--- config.mk ---
export PLATFORM = sky130hd
export DESIGN_NAME = mips_debug_unit
export DESIGN_NICKNAME = d
export VERILOG_FILES = /design/src/rtl/mips_debug_unit.sv
export SDC_FILE = /design/constraint.sdc
export NUM_CORES = 1
export LEC_CHECK = 0
export ABC_AREA = 1
export CAP_MARGIN = 15
export CORE_MARGIN = 1.5
export CORE_UTILIZATION = 35
export CTS_BUF_LIST = sky130_fd_sc_hd__clkbuf_4
export CTS_CLUSTER_SIZE = 20
export DETAILED_ROUTE_END_ITERATION = 12
export PLACE_DENSITY = 0.65
export SLEW_MARGIN = 25
export SYNTH_ARGS = -nofsm -noshare
export SYNTH_HDL_FRONTEND = slang
export SYNTH_SLANG_ARGS = --single-unit
--- constraint.sdc ---
create_clock -name i_clk -period 3.4 [get_ports i_clk]
set_clock_uncertainty 0.1 [all_clocks]
set_input_delay 0.34 -clock i_clk [delete_from_list [all_inputs] [get_ports i_clk]]
set_output_delay 0.34 -clock i_clk [all_outputs]
set_load 0.02 [all_outputs]
--- src/rtl/mips_debug_unit.sv ---
// mips_debug_unit: host byte-link debug controller (load, run, step, dump) for the Mips pipeline.
// Optional MIPS_DEBUG_CYCLE_CNT_EN adds a run-cycle counter word after PC in every dump.
module mips_debug_unit #(
  parameter int NB_BITS   = 32,
  parameter int NB_REG    = 5,
  parameter int NB_IADDR  = 10,
  parameter int MEM_DEPTH = 16
) (
  input  logic                i_clk,
  input  logic                i_rst,
  input  logic [7:0]          i_rx_data,
  input  logic                i_rx_valid,
  output logic [7:0]          o_tx_data,
  output logic                o_tx_valid,
  input  logic                i_tx_ready,
  output logic                o_debug,
  output logic                o_step,
  input  logic                i_halt,
  output logic                o_instr_we,
  output logic [NB_IADDR-1:0] o_instr_addr,
  output logic [NB_BITS-1:0]  o_instr_data,
  output logic [NB_REG-1:0]   o_reg_addr,
  input  logic [NB_BITS-1:0]  i_reg_data,
  output logic [NB_BITS-1:0]  o_mem_addr,
  input  logic [NB_BITS-1:0]  i_mem_data,
  input  logic [NB_BITS-1:0]  i_pc_debug,
  output logic                o_busy
);
  typedef enum logic [3:0] {
    IDLE, LD_CNT, LD_BYTE, LD_WR, RUN, STEP, SETTLE, RD_ADDR, RD_WAIT, TX_BYTE
  } state_t;
`ifdef MIPS_DEBUG_CYCLE_CNT_EN
  localparam int CC = 1;
`else
  localparam int CC = 0;
`endif
  localparam int NW = 1 + CC + 2**NB_REG + MEM_DEPTH;
  localparam int WW = $clog2(NW);
  localparam int MW = MEM_DEPTH > 1 ? $clog2(MEM_DEPTH) : 1;
  localparam logic [WW-1:0] R_BASE = WW'(1 + CC);
  localparam logic [WW-1:0] M_BASE = WW'(1 + CC + 2**NB_REG);
  localparam logic [WW-1:0] W_LAST = WW'(NW - 1);
  localparam logic [MW-1:0] M_LAST = MW'(MEM_DEPTH - 1);
  state_t state, nxt;
  logic [8:0] cnt, k;
  logic [1:0] bidx, tcnt;
  logic [31:0] ld_word, tx_word, word_sel;
  logic [WW-1:0] wd;
  logic [NB_REG-1:0] reg_cnt;
  logic [MW-1:0] mem_cnt;
  logic is_break;
`ifdef MIPS_DEBUG_CYCLE_CNT_EN
  logic [31:0] cyc;
`endif
  assign is_break = i_rx_valid && i_rx_data == 8'h05;
  always_ff @(posedge i_clk or posedge i_rst)
    if (i_rst) state <= IDLE;
    else state <= nxt;
  always_comb begin
    nxt = state;
    case (state)
      IDLE:
        if (i_rx_valid)
          nxt = i_rx_data == 8'h01 ? LD_CNT :
                i_rx_data == 8'h02 ? RUN :
                i_rx_data == 8'h03 ? STEP :
                i_rx_data == 8'h04 ? RD_ADDR : IDLE;
      LD_CNT:  nxt = i_rx_valid ? LD_BYTE : LD_CNT;
      LD_BYTE: nxt = i_rx_valid && bidx == 2'd3 ? LD_WR : LD_BYTE;
      LD_WR:   nxt = k == cnt - 9'd1 ? IDLE : LD_BYTE;
      RUN:     nxt = i_halt || is_break ? RD_ADDR : RUN;
      STEP:    nxt = SETTLE;
      SETTLE:  nxt = RD_ADDR;
      RD_ADDR: nxt = RD_WAIT;
      RD_WAIT: nxt = TX_BYTE;
      TX_BYTE: nxt = i_tx_ready && tcnt == 2'd3 ? (wd == W_LAST ? IDLE : RD_ADDR) : TX_BYTE;
      default: nxt = IDLE;
    endcase
  end
  always_comb begin
    word_sel = 32'(i_mem_data);
    if (wd < M_BASE) word_sel = 32'(i_reg_data);
`ifdef MIPS_DEBUG_CYCLE_CNT_EN
    if (wd == WW'(1)) word_sel = cyc;
`endif
    if (wd == '0) word_sel = 32'(i_pc_debug);
  end
  always_ff @(posedge i_clk or posedge i_rst)
    if (i_rst) begin
      cnt <= '0;
      k <= '0;
      bidx <= '0;
      tcnt <= '0;
      ld_word <= '0;
      tx_word <= '0;
      wd <= '0;
      reg_cnt <= '0;
      mem_cnt <= '0;
`ifdef MIPS_DEBUG_CYCLE_CNT_EN
      cyc <= '0;
`endif
    end else begin
      if (nxt == RD_ADDR && state != TX_BYTE) begin
        wd <= '0;
        reg_cnt <= '0;
        mem_cnt <= '0;
      end
`ifdef MIPS_DEBUG_CYCLE_CNT_EN
      if (state == IDLE && nxt == LD_CNT) cyc <= '0;
      if (state == RUN || state == STEP) cyc <= cyc + 32'd1;
`endif
      case (state)
        LD_CNT:
          if (i_rx_valid) begin
            cnt <= {i_rx_data == 8'h00, i_rx_data};
            k <= '0;
            bidx <= '0;
          end
        LD_BYTE, LD_WR: begin
          if (state == LD_WR) k <= k + 9'd1;
          if (i_rx_valid) begin
            ld_word <= {i_rx_data, ld_word[31:8]};
            bidx <= bidx + 2'd1;
          end
        end
        RD_WAIT: begin
          tx_word <= word_sel;
          tcnt <= '0;
        end
        TX_BYTE:
          if (i_tx_ready) begin
            tx_word <= {8'h00, tx_word[31:8]};
            tcnt <= tcnt + 2'd1;
            if (tcnt == 2'd3 && wd != W_LAST) begin
              wd <= wd + WW'(1);
              if (wd >= R_BASE && wd < M_BASE && reg_cnt != '1) reg_cnt <= reg_cnt + 1'b1;
              if (wd >= M_BASE && mem_cnt != M_LAST) mem_cnt <= mem_cnt + 1'b1;
            end
          end
        default: ;
      endcase
    end
  always_comb begin
    o_debug = state != RUN;
    o_step = state == STEP;
    o_busy = state != IDLE;
    o_instr_we = state == LD_WR;
    o_instr_addr = NB_IADDR'(k);
    o_instr_data = NB_BITS'(ld_word);
    o_reg_addr = reg_cnt;
    o_mem_addr = NB_BITS'({mem_cnt, 2'b00});
    o_tx_valid = state == TX_BYTE;
    o_tx_data = tx_word[7:0];
  end
endmodule

==> flow_summary.ini, run 1 <==
[global_route]
antenna_found_initial = 0
grt_max_degree = 59
grt_use_total_pct = 17.7
grt-ovfl-total = 0
grt_pass1_vias = 5296
grt_pass1_wl_um = 25900

[layout]
nets = 1099
nFillCells = 1730
antennaDiodeCount = 0
layoutNonFillerInstCount = 1203
area_growth_pct = 30.9
final_cell_mix = nand2_1 (290), clkdlybuf4s50_1 (171), dfrtp_1 (105), nand3_1 (70), nor2_1 (66)
post-route-util_pct = 47.4
layout_commonest_cell = nand2_1
drive_gt1_share_pct = 3.97

[floorplan]
die_x_um = 135
core_area_um2 = 16800
start_util_pct = 36.2
die_h_um = 135
die_area_um2 = 18100
num_io_pins = 201
row_count = 47

[setup_path]
startpoint = state[1]$_DFF_PP0_
required_ps = 2960
worstSetupEndpoint = o_tx_valid
cp_max_fo = 16
crit_type = reg -> out
crit-reg2reg-launch = state[1]$_DFF_PP0_
end_kind = output port
critPathLaunchType = flop
rr_worst_depth = 8
crit_arrival_ps = 2360
r2r_setup_slack_ps = 910
r2r_end = tx_word[8]$_DFFE_PP0P_

[clocking]
root_buffer = clkbuf_4
cts_resized = 0
cts_max_level = 3
clockBufferDepth = 2
holdBufCountCts = 0
cts_buffers = 9
cts_tree = done
clk_pin_slew_ps = 150
worstSkewPairLatency_ps = 480
cts_sinks = 105
cts_setup_buffers = 0

[power_and_ir_drop]
leakage_nw = 3.82
pwr_density_cell_nw_per_um2 = 617
power_mw = 4.90
ir_drop_mv = 0.304

[run_status]
outcome = complete, no violations

[routing]
wirelength_um = 15700
drc = 0
drt_iter0_drc = 358
drt_pass1_iterations = 5
via_count = 5641
postRouteAntennaNets = 0
routedWlPerCell_um = 13.1
viasPerCell = 4.69

[timing]
slew_headroom_pct = 58.2
period_minus_slack_ps = 2800
fmax_mhz = 357
holdWs_ps = 168
finalHoldViolCount = 0
worst_pin_slew_ps = 627
setup_tns_ps = 0
drv_slew = 0
setup_viol = 0
finalCritPeriodShare_pct = 82.3
rsz0062_at_grt = no

[logic_synthesis]
synth-seq-cells = 105
syn_area_um2 = 6060
ys_seq_area_share_pct = 43.3
syn_area_per_cell_um2 = 7.31
synth_edf_count = 0
synthArstFlopShare_pct = 100
yosysWarnings = 0
synthFlopType = dfrtp_1
ys_types = 32
synthCells = 829

[placement]
placedCellCount = 1188
port_buffers = 171
globalplace.congestion = 0.820
dp.final_hpwl_um = 11700

[run]
drv_cap = 0

[min_path]
hold_class = in -> async
[metrics by stage]
stage	cell area, µm²	setup WS (ps)
after CTS	7940	561
after global routing	7940	429
after global placement	7830	864
after detailed placement	7830	831
final	7940	601
after floorplan	6170	199
[cell type report]
| type | instances | area [µm²] | share of cell area (%) |
|---|---|---|---|
| clock inverters | 6 | 45.0 | 0.567 |
| multi-input cells | 616 | 2880 | 36.3 |
| inverters | 68 | 258 | 3.25 |
| clock buffers | 9 | 67.6 | 0.851 |
| flip-flops and latches | 105 | 2630 | 33.1 |
| repair buffers | 179 | 1780 | 22.5 |
| well taps | 220 | 275 | 3.47 |
[layer usage]
layer	wire, µm	vias up	global-route usage (%)
met5	0	-	0
met4	207	0	4.06
met3	872	18	4.73
met2	7630	150	29.9
met1	7030	2567	22.7
li1	-	2906	-
[where the power goes]
| part | switching (mW) | internal [mW] |
|---|---|---|
| registers | 0.386 | 1.69 |
| clock network | 0.432 | 0.151 |
| logic | 1.26 | 0.977 |
[cell families (layout without fill, tap and decap cells)]
kind of cell,count (synthesis),count (layout),synth area share [%]
simple gates,455,455,31.0
buf+inv,136,262,11.0
compound gates,110,110,10.8
flops,105,105,43.3
fa+ha+maj,11,11,2.27
xor+xnor,10,10,1.44
other cells,1,29,0.0618
mux,1,1,0.165
[cells in the mapped netlist (6+ instances only)]
cell type	n	area share, %
a21oi_1	32	2.6
buf_2	7	0.58
buf_4	37	4.6
clkbuf_1	20	1.2
dfrtp_1	105	43
ha_1	11	2.3
inv_1	64	4.0
nand2_1	290	18
nand3_1	71	5.9
nand4_1	7	0.72
nor2_1	66	4.1
nor3_1	9	0.74
o211ai_1	24	3.0
o21ai_0	41	3.4
o221ai_1	9	1.3
xor2_1	6	0.87
[worst max-delay path: stages (launching register included)]
cell             delay (ps)
dfrtp_1                 500
inv_1                    90
nand2_1                  80
nor3_4                  290
buf_4                   280
clkdlybuf4s50_1         640
[how the worst min path moves through the flow]
stage	from	end	slack, ps	cells after the start
2_1_floorplan	tx_word[24]$_DFFE_PP0P_	tx_word[24]$_DFFE_PP0P_	350	2
3_3_place_gp	o_instr_data[4]$_DFFE_PP0P_	o_instr_data[4]$_DFFE_PP0P_	360	2
3_5_place_dp	o_instr_data[4]$_DFFE_PP0P_	o_instr_data[4]$_DFFE_PP0P_	360	2
4_1_cts	i_rst	o_instr_data[3]$_DFFE_PP0P_	170	2
5_1_grt	i_rst	o_instr_data[3]$_DFFE_PP0P_	190	2
6_report	i_rst	o_instr_data[3]$_DFFE_PP0P_	170	2
[flip-flops by register name (all words and copies together), names as in the netlist]
register	cells
state	4
k	9
mem_cnt	4
tcnt	2
cnt	9
o_instr_data	32
wd	6
o_reg_addr	5
bidx	2
tx_word	32
Power figures use the tool's default switching activity.
==> run 2, diff against run 1 <==
--- a/config.mk
+++ b/config.mk
@@ -12,7 +12,7 @@
 export CTS_BUF_LIST = sky130_fd_sc_hd__clkbuf_4
 export CTS_CLUSTER_SIZE = 20
 export DETAILED_ROUTE_END_ITERATION = 12
-export PLACE_DENSITY = 0.65
+export PLACE_DENSITY = 0.63
 export SLEW_MARGIN = 25
 export SYNTH_ARGS = -nofsm -noshare
 export SYNTH_HDL_FRONTEND = slang
==> constraint.sdc (replaced) <==
create_clock -name i_clk -period 2.7 [get_ports i_clk]
set_clock_uncertainty 0.1 [all_clocks]
set_input_delay 0.27 -clock i_clk [delete_from_list [all_inputs] [get_ports i_clk]]
set_output_delay 0.27 -clock i_clk [all_outputs]
set_load 0.02 [all_outputs]
==> run 2 against run 1 <==
Die area unchanged. Utilization increased by 0.50 points. Combinational power up 27%. Count of clock-buffer cells in the layout unchanged. Sequential share of layout area decreased by 0.33 points. First-iteration DRC count down 25%. Critical path depth is 1 lower. Sequential power rose by 25%. Routed wire length fell by 0.90%. Clock power increased by 37%. Critical endpoint is now o_instr_we. Largest power group unchanged. Highest routed layer unchanged.
==> flow_summary.ini, run 2 (synthesis gave the netlist of run 1 again) <==
[run_status]
outcome = complete, no violations

[setup_path]
crit_arrival_ps = 2130
crit_type = reg -> out
cpPeakStageDelay_ps = 680
end_kind = output port
cp_max_fo = 8
required_ps = 2330
startpoint = state[3]$_DFF_PP0_
crit-reg2reg-launch = cnt[0]$_DFFE_PP0P_
path_cells = nor2_4 > inv_1 > nor2_1 > clkdlybuf4s50_1
critPathLaunchType = flop
crit_slowest_cell = clkdlybuf4s50_1
rr_worst_depth = 15

[power_and_ir_drop]
p_seq_share_pct = 41.8
leakage_nw = 3.87
clkPwrFrac_pct = 12.8
pwr_density_cell_nw_per_um2 = 776
p_int_mw = 3.58
share_comb_of_total_power_pct = 45.4
sw_frac_of_total_pct = 42.4
power_mw = 6.23
ir_drop_mv = 0.386
switchingPower_mw = 2.64

[timing]
worst_pin_slew_ps = 642
holdWs_ps = 77.8
finalCritPeriodShare_pct = 92.5
slew_headroom_pct = 57.1
drv_slew = 0
finalHoldViolCount = 0
fmax_mhz = 401
layout_setup_ws_ps = 204
setup_viol = 0
period_minus_slack_ps = 2500

[clocking]
clk_pin_slew_ps = 170
root_buffer = clkbuf_4
clockBufferDepth = 2
worstSkewPairLatency_ps = 500
holdBufCountCts = 0
cts_tree = done
cts_max_level = 3
cts_sinks = 105
cts_buffers = 9
cts_setup_buffers = 0

[layout]
area_growth_pct = 32.3
antennaDiodeCount = 0
nets = 1104
layout_commonest_cell = nand2_1
multiInputGateArea_um2 = 2880
final_cell_mix = nand2_1 (290), clkdlybuf4s50_1 (170), dfrtp_1 (104), nand3_1 (70), nor2_1 (66)
drive_gt1_share_pct = 4.65
post-route-util_pct = 47.9
nFillCells = 1694
layoutNonFillerInstCount = 1209
seqCellArea_um2 = 2630

[routing]
drc = 0
viasPerCell = 4.65
via_count = 5625
postRouteAntennaNets = 0
drt_pass1_iterations = 4
drt_iter0_drc = 267
wirelength_um = 15600
routedWlPerCell_um = 12.9

[placement]
placedCellCount = 1193
pre_cts_slack_ps = 254
dp.final_hpwl_um = 11800
port_buffers = 171
globalplace.congestion = 0.795

[min_path]
hold_class = in -> async

[global_route]
grt_pass1_vias = 5460
grt-ovfl-total = 0
grt_max_degree = 53
grt_use_total_pct = 18.0
antenna_found_initial = 0
grt_pass1_wl_um = 26300

[floorplan]
start_util_pct = 36.2
die_h_um = 135
die_x_um = 135
num_io_pins = 201
core_area_um2 = 16800
row_count = 47
die_area_um2 = 18100

[run]
drv_cap = 0
[run 2: cell count changes in the layout (fill, tap and decap cells not counted), sizes merged]
| cell | delta |
|---|---|
| buf | +5 |
| inv | +2 |
| clkinv | -2 |
| clkinvlp | +1 |
| clkdlybuf4s50 | -1 |
| dlymetal6s2s | +1 |
[run 2: critical path: cells and delay by family, from the launching register on]
| kind | cells | cell delay, ps |
|---|---|---|
| DFF | 1 | 460 |
| buffers and inverters | 2 | 770 |
| and+or+nand+nor | 2 | 390 |
[run 2: routing by layer]
metal,vias up,track usage (%),part of all wire [%]
met5,-,0,0
met4,0,4.84,1.9
met3,22,4.32,4.8
met2,137,29.6,47
met1,2538,23.7,46
li1,2928,-,-
[run 2: final cells by class]
cell class / instances / area share [%]
Timing Repair Buffer: 184 / 23.1
Tap cell: 220 / 3.43
Sequential cell: 105 / 32.8
Clock inverter: 7 / 0.764
Inverter: 68 / 3.23
Multi-Input combinational cell: 616 / 35.9
Clock buffer: 9 / 0.842
[run 2: final timing paths]
| path | endpoint | slack (ps) |
|---|---|---|
| max | o_instr_we | 200 |
| min | o_instr_data[10]$_DFFE_PP0P_ | 80 |
| max in group asynchronous | state[2]$_DFF_PP0_ | 1730 |
| min reg2reg | o_instr_data[4]$_DFFE_PP0P_ | 390 |
| max reg2reg | wd[2]$_DFF_PP0_ | 460 |
| min in group i_clk | o_instr_data[30]$_DFFE_PP0P_ | 270 |
[run 2: power groups by stage]
stage / combinational, mW / sequential [mW] / clock [mW]
6_report: 2.83 / 2.60 / 0.796
3_3_place_gp: 2.82 / 2.64 / 0
3_5_place_dp: 2.85 / 2.64 / 0
5_1_grt: 3.19 / 2.70 / 0.892
2_1_floorplan: 1.61 / 2.79 / 0
4_1_cts: 2.86 / 2.61 / 0.827
[run 2: repair_timing]
action / CTS / global route
resized for setup: 0 / 2
setup endpoints to repair: 0 / 3
endpoints found under the hold margin: 0 / 0
[run 2: stage by stage]
step	setup TNS (ps)	instance area, µm²
6_report	0	8020
5_1_grt	-2.41	8020
4_1_cts	0	8020
3_5_place_dp	0	7890
3_3_place_gp	0	7890
2_1_floorplan	0	6170
==> run 3, diff against run 2 <==
--- a/config.mk
+++ b/config.mk
@@ -13,7 +13,6 @@
 export CTS_CLUSTER_SIZE = 20
 export DETAILED_ROUTE_END_ITERATION = 12
 export PLACE_DENSITY = 0.63
-export SLEW_MARGIN = 25
 export SYNTH_ARGS = -nofsm -noshare
 export SYNTH_HDL_FRONTEND = slang
 export SYNTH_SLANG_ARGS = --single-unit
==> results of run 3 <==
Final layout, timing and power as in run 2 (identical DEF).
